## config.mk

```make
export PLATFORM = sky130hd
export DESIGN_NAME = alu_result_buffer
export DESIGN_NICKNAME = d
export VERILOG_FILES = /design/src/rtl/alu_pkg.sv /design/src/rtl/alu_result_buffer.sv
export SDC_FILE = /design/constraint.sdc
export NUM_CORES = 1
export LEC_CHECK = 0
export CELL_PAD_IN_SITES_DETAIL_PLACEMENT = 0
export CELL_PAD_IN_SITES_GLOBAL_PLACEMENT = 1
export CORE_ASPECT_RATIO = 0.5
export CORE_MARGIN = 3
export CORE_UTILIZATION = 35
export DETAILED_ROUTE_END_ITERATION = 10
export PLACE_DENSITY_LB_ADDON = 0.1
export SLEW_MARGIN = 20
export SYNTH_ARGS = -nofsm -noshare
export SYNTH_HDL_FRONTEND = slang
export SYNTH_SLANG_ARGS = --single-unit
```

## constraint.sdc

```tcl
create_clock -name clk -period 2.1 [get_ports clk]
set_input_delay 0.525 -clock clk [delete_from_list [all_inputs] [get_ports clk]]
set_output_delay 0.525 -clock clk [all_outputs]
set_load 0.05 [all_outputs]
```

## src/rtl/alu_pkg.sv

```systemverilog
// Shared ALU definitions: opcode width, opcode encoding, default result width.
package alu_pkg;

  localparam int unsigned OP_W     = 3;
  localparam int unsigned RESULT_W = 8;

  typedef enum logic [OP_W-1:0] {
    OpAdd  = 3'd0,
    OpSub  = 3'd1,
    OpAnd  = 3'd2,
    OpOr   = 3'd3,
    OpXor  = 3'd4,
    OpShl  = 3'd5,
    OpShr  = 3'd6,
    OpPass = 3'd7
  } alu_op_e;

endpackage

```

## src/rtl/alu_result_buffer.sv

```systemverilog
// ALU result buffer: first-word-fall-through FIFO of {opcode, result} with a
// valid/ready consumer side and a sticky overflow flag for dropped results.
// Optional feature macro ALU_FLAGS_EN: store a per-entry zero flag and present
// it on out_zero; when undefined, out_zero is tied to 0.
module alu_result_buffer
  import alu_pkg::*;
#(
  parameter int unsigned DEPTH = 4,
  parameter int unsigned WIDTH = RESULT_W
) (
  input  logic                       clk,
  input  logic                       rst,
  input  logic                       in_valid,
  input  logic [WIDTH-1:0]           result,
  input  logic [OP_W-1:0]            op,
  output logic                       in_ready,
  output logic                       out_valid,
  output logic [WIDTH-1:0]           out_data,
  output logic [OP_W-1:0]            out_op,
  input  logic                       out_ready,
  output logic                       out_zero,
  output logic [$clog2(DEPTH):0]     count,
  output logic                       ovf,
  input  logic                       ovf_clr
);

  localparam int unsigned PtrW = $clog2(DEPTH);
  localparam int unsigned CntW = PtrW + 1;

  logic [PtrW-1:0]  wr_ptr_q, wr_ptr_d;
  logic [PtrW-1:0]  rd_ptr_q, rd_ptr_d;
  logic [CntW-1:0]  count_q, count_d;
  logic             ovf_q, ovf_d;

  logic [WIDTH-1:0] data_q [DEPTH];
  logic [OP_W-1:0]  op_q   [DEPTH];

  logic push, pop, drop;

  // Handshake decode; in_ready depends only on occupancy, never on out_ready.
  always_comb begin
    in_ready  = (count_q != CntW'(DEPTH));
    out_valid = (count_q != '0);
    push      = in_valid && in_ready;
    pop       = out_valid && out_ready;
    drop      = in_valid && !in_ready;
  end

  // Next-state: pointers wrap naturally since DEPTH is a power of two.
  always_comb begin
    wr_ptr_d = wr_ptr_q;
    rd_ptr_d = rd_ptr_q;
    count_d  = count_q;
    ovf_d    = ovf_q;
    if (push) wr_ptr_d = wr_ptr_q + PtrW'(1);
    if (pop)  rd_ptr_d = rd_ptr_q + PtrW'(1);
    unique case ({push, pop})
      2'b10:   count_d = count_q + CntW'(1);
      2'b01:   count_d = count_q - CntW'(1);
      default: count_d = count_q;
    endcase
    // A drop in the same cycle as a clear leaves the flag set.
    if (drop)         ovf_d = 1'b1;
    else if (ovf_clr) ovf_d = 1'b0;
  end

  // Control state register with asynchronous reset.
  always_ff @(posedge clk or posedge rst) begin
    if (rst) begin
      wr_ptr_q <= '0;
      rd_ptr_q <= '0;
      count_q  <= '0;
      ovf_q    <= 1'b0;
    end else begin
      wr_ptr_q <= wr_ptr_d;
      rd_ptr_q <= rd_ptr_d;
      count_q  <= count_d;
      ovf_q    <= ovf_d;
    end
  end

  // Entry storage; not reset, contents are don't-care while empty.
  always_ff @(posedge clk) begin
    if (push) begin
      data_q[wr_ptr_q] <= result;
      op_q[wr_ptr_q]   <= op;
    end
  end

`ifdef ALU_FLAGS_EN
  logic zero_q [DEPTH];

  // Zero flag captured at push time alongside the entry.
  always_ff @(posedge clk) begin
    if (push) zero_q[wr_ptr_q] <= (result == '0);
  end

  // Head zero flag.
  always_comb begin
    out_zero = zero_q[rd_ptr_q];
  end
`else
  // No flag storage in this build.
  always_comb begin
    out_zero = 1'b0;
  end
`endif

  // Head entry and status outputs, all from flop state.
  always_comb begin
    out_data = data_q[rd_ptr_q];
    out_op   = op_q[rd_ptr_q];
    count    = count_q;
    ovf      = ovf_q;
  end

endmodule

```

==> run summary <==
Root Buffer - clkbuf_16
Fin. max-slew vios - 0
Core area - 5630 µm²
Clock skew - 0.00561 ns
WP data required - 1.57 ns
Placed cells - 211
First-pass GRT wire length - 5380 µm
Layout Nets - 169
Max stage delay cell, worst path - mux4_2
Largest net degree at the start of global routing - 17
Number of global-route vias before repair - 1058
MaxCap Viol Count - 0
Max VDD drop - 0.000996 V
Layout Area Growth over Synthesis - 29.6%
Routed Antenna Nets - 0
Sink Count - 52
Yosys reg bits - 52
TritonCTS clock tree - done
Post-route minimum period - 2.08 ns
Final wirelength - 3250 µm
Clock slew at reported path FFs - 0.06 ns
Die W - 115 µm
R2R cell count - 9
Pre-CTS setup slack - -0.117 ns
Reg2reg start - count[0]$_DFFE_PP0P_
Final Setup Violations - 0
Placer congestion estimate - 0.758
Family with the most delay on the worst path - multiplexers
H-tree levels - 2
Seq/Total Area, Yosys - 72.6%
Async S/R FF share, synth - 15.4%
Synth Flop Type - edfxtp_1
Site Rows - 19
1st-iter DRT viols - 45
Die height - 60.7 µm
Num CTS Buffers - 5
Clock Tree Buf Depth - 2
GRT overflow - 0
Avg WL per Cell - 14.7 µm
Via Count - 1029
GR peak layer - met2
Initial Utilization - 37.2%
Crit Path Class - reg2out
Levels on crit path - 3
CP arrival - 1.56 ns
Worst path bufs/invs - 2
Post-route setup slack - 0.0175 ns
Worst Tran Pin Value - 0.497 ns
Met1 usage - 14.2%
FF-to-FF End - count[2]$_DFFE_PP0P_
Met3 Track Usage GR - 3.49%
Syn_nets - 124
# IOs - 34
Crit start category - register
DRC errors left - 0
RSZ-0062 raised after global routing - true
Drt first pass iters - 3
Outcome - finished, final reports clean
Yosys Warn Count - 0
Cell area after synthesis - 2090 µm²
Hold Crit Depth - 1
GR Util met2 - 16.7%
Final worst-path cycle share - 99.2%
Top-count cell post-synth - edfxtp_1
Cell Pwr Density - 1610 nW/µm²
Clock latency on the worst-skew pair - 0.28 ns
Post-synth top area share - 63.1%
Synth cell count leaders - edfxtp_1, inv_1, mux4_2
Post-Layout Cell Count - 221
Synth unique cells - 23
Crit-path max cell delay - 0.52 ns
GRT Util Overall - 10.5%
Fmax - 480 MHz
Post-cts hold buffer count - 0
Syn_area_per_cell - 20.5 µm²
Ant diodes - 0
Hold Crit Start - rd_ptr_q[1]$_DFFE_PP0P_
I/O Buffers - 32
Fin. Hold Viols - 0
Via density - 4.66
Post-synth top area cell - edfxtp_1
DP HPWL - 2210 µm
Hold crit path type - reg2reg
Synth Instances - 102
TNS Setup - 0 ns
Synth top area cells - edfxtp_1, mux4_2, dfrtp_1
Most frequent CP cell - buf_6
Flop-to-flop setup slack - 0.16 ns
Cell Chain, Critical Path - buf_6 -> mux4_2 -> buf_6
Die area - 7000 µm²
Hold endpoint - rd_ptr_q[1]$_DFFE_PP0P_
Total leakage power - 0.992 nW
Number of flops mapped to enable cells by yosys - 44
Antenna violations before repair - 0
Critical Path End Type - output port
CP Max Fanout - 5
Slew HR - 66.8%
Layout cells sized above 1 - 35.8%
==> logic make-up (layout without fill, tap and decap cells) <==
family	Yosys count	after routing	share of synthesized area, %
adder cells (fa/ha/maj)	6	6	3.94
other	1	1	0.179
flip-flops	52	52	72.6
XOR/XNOR	6	6	2.51
AND/OR/NAND/NOR	10	10	3.88
buffers and inverters	12	58	2.75
AO/OA/AOI/OAI	2	2	0.717
multiplexers	13	13	13.4
==> flip-flops by register name (all words and copies together), names as in the netlist <==
register	count
ovf	1
rd_ptr_q	2
op_q	12
wr_ptr_q	2
data_q	32
count	3
==> final cells by class <==
class	count	area, µm²
clock buffers	5	125
flip-flops and latches	52	1530
inverters	9	33.8
fillers	471	2920
clock inverters	3	18.8
multi-input cells	38	512
well taps	73	91.3
repair buffers	41	408
==> through the flow <==
stage          power, mW  utilization, %  hold slack, ns  area, µm²
5_1_grt             4.60            48.2           0.486       2710
6_report            4.37            48.2           0.471       2710
2_1_floorplan       2.92               -           0.341       2100
3_3_place_gp        3.49            44.6           0.464       2510
4_1_cts             4.41            48.0           0.480       2710
3_5_place_dp        3.49            44.6           0.470       2510
==> power breakdown <==
part,switching [mW],internal [mW]
clock,0.334,0.437
combinational,1.21,0.856
sequential,0.136,1.40
==> how the worst max path moves through the flow <==
stage                                        from  slack, ns                    to
final                     rd_ptr_q[0]$_DFFE_PP0P_       0.02           out_data[3]
after floorplan              count[1]$_DFFE_PP0P_       0.02  count[2]$_DFFE_PP0P_
after CTS                 rd_ptr_q[0]$_DFFE_PP0P_      0.005           out_data[3]
after global placement                   in_valid      -0.09  count[2]$_DFFE_PP0P_
after global routing      rd_ptr_q[0]$_DFFE_PP0P_      -0.04           out_data[7]
after detailed placement                 in_valid      -0.12  count[2]$_DFFE_PP0P_
==> cell usage in the layout (no fill, tap or decap), drive strengths merged, types with 2 or more instances in the layout <==
| cell type | netlist | routed |
|---|---|---|
| nand2 | 2 | 2 |
| mux4 | 11 | 11 |
| xor2 | 3 | 3 |
| clkinvlp | 0 | 2 |
| dfrtp | 8 | 8 |
| clkdlybuf4s50 | 0 | 17 |
| inv | 9 | 9 |
| ha | 5 | 5 |
| buf | 3 | 24 |
| and2 | 4 | 4 |
| xnor2 | 3 | 3 |
| edfxtp | 44 | 44 |
| clkbuf | 0 | 5 |
==> metal layers <==
layer	share of wire (%)	wire (µm)
met1	48	1550
met3	5.8	187
met4	0.37	12
met2	46	1500
met5	0	0
==> what timing repair did <==
action                                  4_1_cts  5_1_grt
endpoints found under the setup margin       11        9
gates resized for setup                      12        2
setup buffers                                 2        0
==> worst register-to-register path, stage by stage, from the launching register on <==
cell,delay [ns]
dfrtp_2,0.46
nor3b_4,0.30
nor2b_4,0.06
inv_1,0.06
ha_1,0.16
inv_1,0.06
fa_1,0.37
xor2_1,0.15
nor2_1,0.11
xor2_1,0.14
No activity file was read; power rests on OpenSTA's default activity.
